===== src/rtl/hb_pkg.sv =====
// Shared constants and types for the halfband
// decimator control sequencer.
package hb_pkg;

  localparam int NUM_COEFFS = 8;
  localparam int NUM_TAPS   = 31;
  localparam int CENTER     = (NUM_TAPS - 1) / 2;
  localparam int ADDR_W     = 5;

  typedef logic [ADDR_W-1:0] addr_t;
  typedef logic [$clog2(NUM_COEFFS)-1:0] coeff_t;

  typedef enum logic [1:0] {
    IDLE,
    RUN,
    DRAIN
  } state_t;

  // Sample RAM address k taps older than base,
  // wrapping modulo the RAM depth.
  function automatic addr_t tap_addr(
    input addr_t base,
    input int    k
  );
    return addr_t'(int'(base) - k);
  endfunction

endpackage


===== src/rtl/hb_sequencer_if.sv =====
// Strobe input and RAM/ROM/MAC control bundle
// of the halfband sequencer.
interface hb_sequencer_if;
  import hb_pkg::*;

  logic   enable;
  logic   strobe_in;
  logic   wr_en;
  addr_t  wr_addr;
  addr_t  rd_addr_a;
  addr_t  rd_addr_b;
  addr_t  center_addr;
  coeff_t coeff_addr;
  logic   mac_valid;
  logic   acc_first;
  logic   strobe_out;
  logic   busy;
  logic   overrun;

  modport master (
    output enable, strobe_in,
    input  wr_en, wr_addr,
    input  rd_addr_a, rd_addr_b,
    input  center_addr, coeff_addr,
    input  mac_valid, acc_first,
    input  strobe_out, busy, overrun
  );

  modport slave (
    input  enable, strobe_in,
    output wr_en, wr_addr,
    output rd_addr_a, rd_addr_b,
    output center_addr, coeff_addr,
    output mac_valid, acc_first,
    output strobe_out, busy, overrun
  );

endinterface


===== src/rtl/hb_ctrl_delay.sv =====
// Delays the {run, first} control pair by PIPE
// cycles to line up with datapath products.
module hb_ctrl_delay #(
  parameter int PIPE = 2
) (
  input  logic clock,
  input  logic clr,
  input  logic run,
  input  logic first,
  output logic run_q,
  output logic first_q
);

  logic [1:0] sr [PIPE];

  // Shift register, flushed on clear.
  always_ff @(posedge clock) begin
    if (clr) begin
      for (int k = 0; k < PIPE; k++)
        sr[k] <= '0;
    end else begin
      sr[0] <= {run, first};
      for (int k = 1; k < PIPE; k++)
        sr[k] <= sr[k-1];
    end
  end

  assign run_q   = sr[PIPE-1][1];
  assign first_q = sr[PIPE-1][0];

endmodule


===== src/rtl/hb_sequencer.sv =====
// Write pointer, decimation phase and 8-cycle
// MAC pass sequencing for the halfband filter.
module hb_sequencer
  import hb_pkg::*;
#(
  parameter int PIPE = 2
) (
  input  logic        clock,
  input  logic        reset,
  hb_sequencer_if.slave bus
);

  state_t state_q, state_d;
  addr_t  wr_ptr_q;
  addr_t  a_q, b_q, c_q;
  coeff_t i_q;
  logic   phase_q;
  logic   ovr_q;
  logic   mv_q;
  logic [2:0] dcnt_q;

  logic wr_en, start, idle, run;
  logic last, first, clr;
  logic mv, af;

  assign wr_en = bus.strobe_in & bus.enable;
  assign start = wr_en & phase_q;
  assign idle  = state_q == IDLE;
  assign run   = state_q == RUN;
  assign last  = i_q == coeff_t'(NUM_COEFFS-1);
  assign first = run & (i_q == '0);
  assign clr   = reset | ~bus.enable;

  // Pass sequencing: one run of 8, then drain.
  always_comb begin
    state_d = state_q;
    unique case (state_q)
      IDLE:    if (start) state_d = RUN;
      RUN:     if (last) state_d = DRAIN;
      DRAIN:   if (dcnt_q == 3'(PIPE))
                 state_d = IDLE;
      default: state_d = IDLE;
    endcase
    if (!bus.enable) state_d = IDLE;
  end

  // State register.
  always_ff @(posedge clock) begin
    if (reset) state_q <= IDLE;
    else       state_q <= state_d;
  end

  // Pointer, phase, overrun and pass addresses.
  always_ff @(posedge clock) begin
    if (reset) begin
      wr_ptr_q <= '0;
      phase_q  <= 1'b0;
      ovr_q    <= 1'b0;
      a_q      <= '0;
      b_q      <= '0;
      c_q      <= '0;
      i_q      <= '0;
      dcnt_q   <= '0;
    end else begin
      if (wr_en)
        wr_ptr_q <= wr_ptr_q + addr_t'(1);
      if (!bus.enable)
        phase_q <= 1'b0;
      else if (wr_en)
        phase_q <= ~phase_q;
      if (start & ~idle)
        ovr_q <= 1'b1;
      if (start & idle) begin
        a_q <= wr_ptr_q;
        b_q <= tap_addr(wr_ptr_q, NUM_TAPS-1);
        c_q <= tap_addr(wr_ptr_q, CENTER);
        i_q <= '0;
      end else if (run & ~last) begin
        a_q <= tap_addr(a_q, 2);
        b_q <= b_q + addr_t'(2);
        i_q <= i_q + coeff_t'(1);
      end
      dcnt_q <= (state_q == DRAIN) ?
                dcnt_q + 3'd1 : 3'd0;
    end
  end

  hb_ctrl_delay #(.PIPE(PIPE)) u_dly (
    .clock   (clock),
    .clr     (clr),
    .run     (run),
    .first   (first),
    .run_q   (mv),
    .first_q (af)
  );

  // Falling edge of mac_valid marks a finished sum.
  always_ff @(posedge clock) begin
    if (clr) mv_q <= 1'b0;
    else     mv_q <= mv;
  end

  assign bus.wr_en       = wr_en;
  assign bus.wr_addr     = wr_ptr_q;
  assign bus.rd_addr_a   = a_q;
  assign bus.rd_addr_b   = b_q;
  assign bus.center_addr = c_q;
  assign bus.coeff_addr  = i_q;
  assign bus.mac_valid   = mv;
  assign bus.acc_first   = af;
  assign bus.strobe_out  = mv_q & ~mv;
  assign bus.busy        = ~idle;
  assign bus.overrun     = ovr_q;

endmodule


===== src/flat_wrapper.sv =====
// flat-port wrapper written by rule: the top's interface ports become plain ports
module hb_sequencer_flat import hb_pkg::*;
#(
  parameter int PIPE = 2
)
  (clock, reset, bus_enable, bus_strobe_in, bus_wr_en, bus_wr_addr, bus_rd_addr_a, bus_rd_addr_b, bus_center_addr, bus_coeff_addr, bus_mac_valid, bus_acc_first, bus_strobe_out, bus_busy, bus_overrun);
  hb_sequencer_if bus_i ();
  input  logic clock;
  input  logic reset;
  input wire logic [$bits(bus_i.enable)-1:0] bus_enable;
  input wire logic [$bits(bus_i.strobe_in)-1:0] bus_strobe_in;
  output wire logic [$bits(bus_i.wr_en)-1:0] bus_wr_en;
  output wire logic [$bits(bus_i.wr_addr)-1:0] bus_wr_addr;
  output wire logic [$bits(bus_i.rd_addr_a)-1:0] bus_rd_addr_a;
  output wire logic [$bits(bus_i.rd_addr_b)-1:0] bus_rd_addr_b;
  output wire logic [$bits(bus_i.center_addr)-1:0] bus_center_addr;
  output wire logic [$bits(bus_i.coeff_addr)-1:0] bus_coeff_addr;
  output wire logic [$bits(bus_i.mac_valid)-1:0] bus_mac_valid;
  output wire logic [$bits(bus_i.acc_first)-1:0] bus_acc_first;
  output wire logic [$bits(bus_i.strobe_out)-1:0] bus_strobe_out;
  output wire logic [$bits(bus_i.busy)-1:0] bus_busy;
  output wire logic [$bits(bus_i.overrun)-1:0] bus_overrun;
  assign bus_i.enable = bus_enable;
  assign bus_i.strobe_in = bus_strobe_in;
  assign bus_wr_en = bus_i.wr_en;
  assign bus_wr_addr = bus_i.wr_addr;
  assign bus_rd_addr_a = bus_i.rd_addr_a;
  assign bus_rd_addr_b = bus_i.rd_addr_b;
  assign bus_center_addr = bus_i.center_addr;
  assign bus_coeff_addr = bus_i.coeff_addr;
  assign bus_mac_valid = bus_i.mac_valid;
  assign bus_acc_first = bus_i.acc_first;
  assign bus_strobe_out = bus_i.strobe_out;
  assign bus_busy = bus_i.busy;
  assign bus_overrun = bus_i.overrun;
  hb_sequencer #(.PIPE(PIPE)) u_core (.clock(clock), .reset(reset), .bus(bus_i));
endmodule

===== config.mk =====
export PLATFORM = sky130hd
export DESIGN_NAME = hb_sequencer_flat
export DESIGN_NICKNAME = d
export VERILOG_FILES = /design/src/rtl/hb_pkg.sv /design/src/rtl/hb_sequencer_if.sv /design/src/rtl/hb_ctrl_delay.sv /design/src/rtl/hb_sequencer.sv /design/src/flat_wrapper.sv
export SDC_FILE = /design/constraint.sdc
export NUM_CORES = 1
export LEC_CHECK = 0
export CORE_MARGIN = 2
export CORE_UTILIZATION = 40
export CTS_BUF_LIST = sky130_fd_sc_hd__clkbuf_16
export DETAILED_ROUTE_END_ITERATION = 6
export GPL_TIMING_DRIVEN = 1
export PLACE_DENSITY = 0.68
export SYNTH_ARGS = -nofsm -noshare
export SYNTH_HDL_FRONTEND = slang
export SYNTH_HIERARCHICAL = 1
export SYNTH_SLANG_ARGS = --single-unit

===== constraint.sdc =====
create_clock -name clock -period 1.6 [get_ports clock]
set_input_delay 0.24 -clock clock [delete_from_list [all_inputs] [get_ports clock]]
set_output_delay 0.24 -clock clock [all_outputs]
set_load 0.02 [all_outputs]

==> summary.md, run 1 <==
| Metric | Value |
|---|---|
| Run status | `complete, no violations` |
| Share of cells above drive strength 1 | `between 10 and 15%` |
| Crit path top cell by count | `ha_4` |
| Placed instance area | `1930 sq um` |
| Post-synth ARST share | `0%` |
| Synthesis-stage register bit count | `34` |
| Crit path max-delay family | `simple AND/OR/NAND/NOR gates` |
| Die area | `roughly 4300 sq um` |
| Root Driver | `clkbuf_16` |
| Gpl congestion | `0.743` |
| Largest net degree at the start of global routing | `16` |
| Post-DP HPWL | `approximately 2.4 mm` |
| Hold Fails Final Rpt | `0` |
| Top Ports | `33` |
| Filler cells | `337` |
| CTS Buffer Depth | `2` |
| Max Fclk | `631 MHz` |
| Tmin final | `~1600 ps` |
| Starting DRT DRC Count | `53` |
| Slowest-stage cell, CP | `or3b_4` |
| Commonest cells after routing, fill and taps aside | `32 x dfxtp_1, 25 x nor2_1, 24 x clkdlybuf4s50_1, 13 x nand2_1` |
| Largest stage delay, worst path | `440 ps` |
| Avg Cell Area, Syn | `9.07 sq um` |
| Vias in the first global route | `between 1,000 and 1,500` |
| H-tree depth | `2` |
| CP Capture Type | `flop` |
| Worst hold path type | `flop to flop` |
| Final Cycle Share | `roughly 99%` |
| Clk_lat worst skew | `approximately 280 ps` |
| Syn Nets | `~180` |
| GR Overflow Total | `0` |
| Die height | `~65 um` |
| RSZ-0062 raised after global routing | `true` |
| VDD IR-drop max | `0.656 mV` |
| FP Rows | `22` |
| Initial antenna violation count | `0` |
| Starting density of the core | `between 40 and 50%` |
| Leakage power | `0.859 nW` |
| Synthesis Warnings | `6` |
| Synth Flop Type | `dfxtp_1` |
| Synth unique cells | `37` |
| Core area | `about 3600 sq um` |
| Fin cells | `around 250` |
| CP startpoint kind | `flop` |
| Die Width | `about 65 um` |
| GRT Total Usage | `16.6%` |
| DRC | `0` |
| Post-CTS setup buffer count | `0` |
| Diode count | `0` |
| Layout Skew | `between 9 and 10 ps` |
| Drt via density | `about 5.0` |
| WP data required | `roughly 1800 ps` |
| Clock transition at the registers of the reported paths | `about 60 ps` |
| Final Cell Area | `slightly above 2000 sq um` |
| Mapped cell area | `1510 sq um` |
| Overall power | `approximately 1.9 mW` |
| Hold-fix buffers at CTS | `0` |
| Post-route worst setup slack | `about 14 ps` |
| First-pass DRT Iterations | `4` |
| Worst slew margin | `around four fifths` |
| Max-slew violation count | `0` |
| Placed cells | `around 250` |
| Post-Syn Instances | `roughly 170` |
| Syn-to-layout area delta | `37.9%` |
| Hold_ws | `433 ps` |
| Setup CP Type | `flop to flop` |
| Maxcap violations | `0` |
| Port bufs | `32` |
| Setup violators final | `0` |
| Worst-Margin Slew | `313 ps` |
| Wirelength per Cell | `approximately 13 um` |
| Sink Count | `34` |
| Final ANT Viol Nets | `0` |
| Register area share after synthesis | `45.2%` |
| Final WL | `3.33 mm` |
| CP Buf/Inv Count | `0` |
| PwrDens | `896 nW/um^2` |
| Number of synthesized flops with an enable pin | `0` |
| Commonest non-fill, non-tap cell in the layout | `dfxtp_1` |
| Sequence of cells on the critical path | `ha_4 > ha_4 > or3b_4 > nor2_2 > nor2_1 > o221a_1` |
| Arrival @ worst endpoint | `1760 ps` |
| Detailed-route via count | `between 1,000 and 1,500` |
| CTS tree | `done` |
| CTS Buf Count | `5` |
| First-pass GRT wire length | `approximately 5.4 mm` |
| Crit path max fanout | `5` |
| Final-stage net count | `between 200 and 250` |
| Place WS | `-177 ps` |
logic make-up (layout without fill, tap and decap cells):
group / Yosys count / after routing / synth area share [%]
buffers and inverters: 19 / 59 / 6.23
and+or+nand+nor: 63 / 63 / 20.3
DFF: 34 / 34 / 45.2
AOI/OAI and AO/OA: 27 / 27 / 12.5
muxes: 2 / 2 / 1.33
adders and majority gates: 9 / 9 / 7.48
xor gates and xnor gates: 12 / 12 / 6.98
per-stage QoR:
stage | TNS, ps | utilization (%)
finish | 0 | 57.2
global route | -41.6 | 57.2
CTS | 0 | 56.9
detailed placement | -533 | 53.2
global placement | -252 | 53.2
floorplan | 0 | -
final cells by class:
cell class	instances	area (sq um)	area share [%]
Tap cell	48	60.1	2.89
Clock buffer	5	125	6.02
Inverter	9	33.8	1.63
Multi-Input combinational cell	113	762	36.7
Clock inverter	3	13.8	0.663
Sequential cell	34	686	33.0
Timing Repair Buffer	42	397	19.1
registers in the layout, indices dropped and copies added, names as in the netlist:
name	flops
u_core/bus.overrun	1
u_core/dcnt_q	3
u_core/bus.rd_addr_a	5
u_core/bus.wr_addr	5
u_core/bus.coeff_addr	3
u_core/bus.center_addr	5
u_core/mv_q	1
u_core/state_q	2
u_core/u_dly/sr	4
u_core/bus.rd_addr_b	4
u_core/phase_q	1
synth_stat cells, drive strengths merged (2+ instances only):
master,number,area [sq um]
mux2i,2,20.0
clkbuf,4,16.3
ha,9,113
nor2,27,104
nand3,5,25.0
a21oi,12,67.6
buf,6,43.8
a211oi,3,22.5
xnor2,5,43.8
dfxtp,34,681
nor2b,5,31.3
nand2,13,48.8
xor2,7,61.3
a2bb2oi,2,17.5
nor3,4,20.0
inv,9,33.8
and2,2,15.0
a22oi,2,15.0
a221oi,3,26.3
power by group:
group	switching, mW	internal [mW]
Combinational	0.0551	0.0475
Clock	0.331	0.563
Sequential	0.00804	0.856
Total	0.395	1.47
worst paths after layout:
kind / endpoint / startpoint / slack (ps) / cells after the start
worst max register to register: u_core/bus.rd_addr_b[3] / u_core/bus.coeff_addr[0] / 10 / 6
worst max-delay path: u_core/bus.rd_addr_b[3] / u_core/bus.coeff_addr[0] / 10 / 6
worst min register to register: u_core/u_dly/sr[0][3] / u_core/u_dly/sr[0][1] / 430 / 1
worst min-delay path: u_core/u_dly/sr[0][3] / u_core/u_dly/sr[0][1] / 430 / 1
per-layer routing:
layer	wire length [um]	share of wire, %	vias to the layer above	GRT usage, %
li1	-	-	633	-
met1	1560	47	604	20.4
met2	1580	47	30	27.3
met3	139	4.2	6	5.14
met4	51	1.5	0	6.25
met5	0	0	-	0
what timing repair did:
| action | in CTS | in global routing |
|---|---|---|
| endpoints found under the setup margin | 7 | 4 |
| pin swaps | 1 | 2 |
| resized for setup | 6 | 4 |
No activity file was read; power rests on OpenSTA's default activity.
==> run 2, diff against run 1 <==
--- a/config.mk
+++ b/config.mk
@@ -15,3 +15,4 @@
 export SYNTH_HDL_FRONTEND = slang
 export SYNTH_HIERARCHICAL = 1
 export SYNTH_SLANG_ARGS = --single-unit
+export TNS_END_PERCENT = 20
==> results of run 2 <==
Final layout, timing and power as in run 1 (identical DEF).
==> run 3, diff against run 2 <==
--- a/config.mk
+++ b/config.mk
@@ -6,11 +6,10 @@
 export NUM_CORES = 1
 export LEC_CHECK = 0
 export CORE_MARGIN = 2
-export CORE_UTILIZATION = 40
+export CORE_UTILIZATION = 26
 export CTS_BUF_LIST = sky130_fd_sc_hd__clkbuf_16
 export DETAILED_ROUTE_END_ITERATION = 6
 export GPL_TIMING_DRIVEN = 1
-export PLACE_DENSITY = 0.68
 export SYNTH_ARGS = -nofsm -noshare
 export SYNTH_HDL_FRONTEND = slang
 export SYNTH_HIERARCHICAL = 1
==> run 3 against run 2 <==
Compared with the run above:
- flip-flop and latch count unchanged
- highest routed layer unchanged
- clock power increased by 1%
- critical endpoint unchanged
- critical path type unchanged
- count of clock-buffer cells in the layout did not move
- total power is 0.51% higher
- register-to-register slack about the same
- hold slack gained 1.7 ps
- sequential share of layout area fell by 0.89 points
==> summary.md, run 3 (synthesis results as in run 1) <==
| Metric | Value |
|---|---|
| Final ANT Viol Nets | `0 (unchanged)` |
| Port bufs | `32 (unchanged)` |
| First-pass GRT wire length | `5.27 mm (-1.6%)` |
| Post-CTS setup buffer count | `0 (unchanged)` |
| Worst R2R Path Depth | `6 (unchanged)` |
| Final Cell Area | `2130 sq um (+2.8%)` |
| WP data required | `1760 ps (about the same)` |
| Commonest non-fill, non-tap cell in the layout | `dfxtp_1` |
| Hold-fix buffers at CTS | `0 (unchanged)` |
| PwrDens | `876 nW/um^2 (-2.2%)` |
| FF/Latch Area | `686 sq um (unchanged)` |
| CP startpoint kind | `flop` |
| Setup violators final | `0 (unchanged)` |
| Met2 Resource Use GR | `16.1% (-11 points)` |
| Sink Count | `34 (unchanged)` |
| Die Width | `80.1 um (+23%)` |
| Run status | `complete, no violations` |
| DRC | `0 (unchanged)` |
| Gpl congestion | `0.743 (about the same)` |
| Wirelength per Cell | `11.7 um (-10%)` |
| Vias in the first global route | `1,133 (-5.3%)` |
| Final Cycle Share | `98.6% (-0.58 points)` |
| Met1 Resource Use GR | `14.0% (-6.4 points)` |
| Final-stage net count | `219 (+0.46%)` |
| Max-slew violation count | `0 (unchanged)` |
| VDD IR-drop max | `0.452 mV (-31%)` |
| Clock transition at the registers of the reported paths | `50 ps (about the same)` |
| Overall power | `1.87 mW (+0.51%)` |
| Sum Neg Setup Slack | `0 ps (unchanged)` |
| Largest net degree at the start of global routing | `25 (+9)` |
| GR Overflow Total | `0 (unchanged)` |
| Worst slew margin | `74.5% (-4.6 points)` |
| GR peak layer | `met2` |
| Top Ports | `33 (unchanged)` |
| Post-DP HPWL | `2.34 mm (-0.66%)` |
| Hold_ws | `435 ps (+1.73 ps)` |
| Worst hold path type | `flop to flop` |
| FP Rows | `27 (+23%)` |
| Arrival @ worst endpoint | `1740 ps (-20 ps)` |
| GRT Total Usage | `10.8% (-5.9 points)` |
| Share of cells above drive strength 1 | `15.0% (+0.90 points)` |
| Worst Hold Depth | `1 (unchanged)` |
| Crit path max fanout | `5 (unchanged)` |
| CTS Buf Count | `5 (unchanged)` |
| Worst-Margin Slew | `382 ps (+69.6 ps)` |
| Maxcap violations | `0 (unchanged)` |
| Syn-to-layout area delta | `41.7%` |
| Die height | `80.1 um (+23%)` |
| Final core occ | `38.5% (-19 points)` |
| Initial antenna violation count | `0 (unchanged)` |
| Core area | `5540 sq um (+52%)` |
| Root Driver | `clkbuf_16` |
| Area occupied by multi-input gates | `768 sq um (+0.82%)` |
| Clk_lat worst skew | `270 ps (about the same)` |
| Die area | `6420 sq um (+50%)` |
| Diode count | `0 (unchanged)` |
| First-pass DRT Iterations | `4 (unchanged)` |
| RSZ-0062 raised after global routing | `true` |
| Hold Fails Final Rpt | `0 (unchanged)` |
| Met3 Use GR | `3.48% (-1.7 points)` |
| Starting DRT DRC Count | `75 (+42%)` |
| Layout Skew | `1.78 ps (-7.28 ps)` |
| Max Fclk | `634 MHz (+0.58%)` |
| Detailed-route via count | `1,232 (-3.2%)` |
| CTS Buffer Depth | `2 (unchanged)` |
| Leakage power | `0.867 nW (+0.92%)` |
| Drt via density | `4.42 (-12%)` |
| Setup CP Type | `flop to flop` |
| Tmin final | `1580 ps (-9.21 ps)` |
| CP Capture Type | `flop` |
| Placed instance area | `1980 sq um (+2.6%)` |
| Filler cells | `563 (+67%)` |
| CTS tree | `done` |
| Commonest cells after routing, fill and taps aside | `32 x dfxtp_1, 25 x nor2_1, 24 x clkdlybuf4s50_1, 13 x nand2_1, 10 x a21oi_1` |
| Final WL | `3.28 mm (-1.6%)` |
| H-tree depth | `2 (unchanged)` |
| Starting density of the core | `27.2% (-14 points)` |
-- run 3: critical path, stage by stage, from the launching register on --
cell	delay [ps]
dfxtp_4	350
ha_4	160
ha_4	160
or3b_4	410
nor2_2	110
nor2_1	40
o221a_1	240
-- run 3: through the flow --
stage	worst slack, ps	instances
after global placement	-175	271
after floorplan	20.2	166
after CTS	10.9	279
after global routing	-34.8	279
after detailed placement	-172	271
final	23.2	279
-- run 3: timing repair --
item,4_1_cts,5_1_grt
resized for setup,6,5
pin swaps,1,0
setup endpoints to repair,7,6
-- run 3: layout make-up --
type	instances	area share, %
Clock buffer	5	5.86
Clock inverter	3	0.703
Inverter	9	1.58
Multi-Input combinational cell	113	36.0
Sequential cell	34	32.1
Tap cell	72	4.22
Timing Repair Buffer	43	19.5
-- run 3: worst paths after layout --
check	start	endpoint	slack, ps
hold / removal	u_core/u_dly/sr[0][1]	u_core/u_dly/sr[0][3]	430
setup reg to reg	u_core/bus.coeff_addr[0]	u_core/bus.rd_addr_b[3]	20
setup / recovery	u_core/bus.coeff_addr[0]	u_core/bus.rd_addr_b[3]	20
hold reg to reg	u_core/u_dly/sr[0][1]	u_core/u_dly/sr[0][3]	430
-- run 3: layer usage --
metal | routed length (um) | share of wire (%)
met2 | 1440 | 44
met3 | 184 | 5.6
met1 | 1590 | 49
met5 | 0 | 0
met4 | 56 | 1.7
-- run 3: power breakdown --
group	total (mW)	switching, mW	internal (mW)
combinational	0.0961	0.0508	0.0453
sequential	0.867	0.0123	0.855
clock	0.907	0.339	0.568
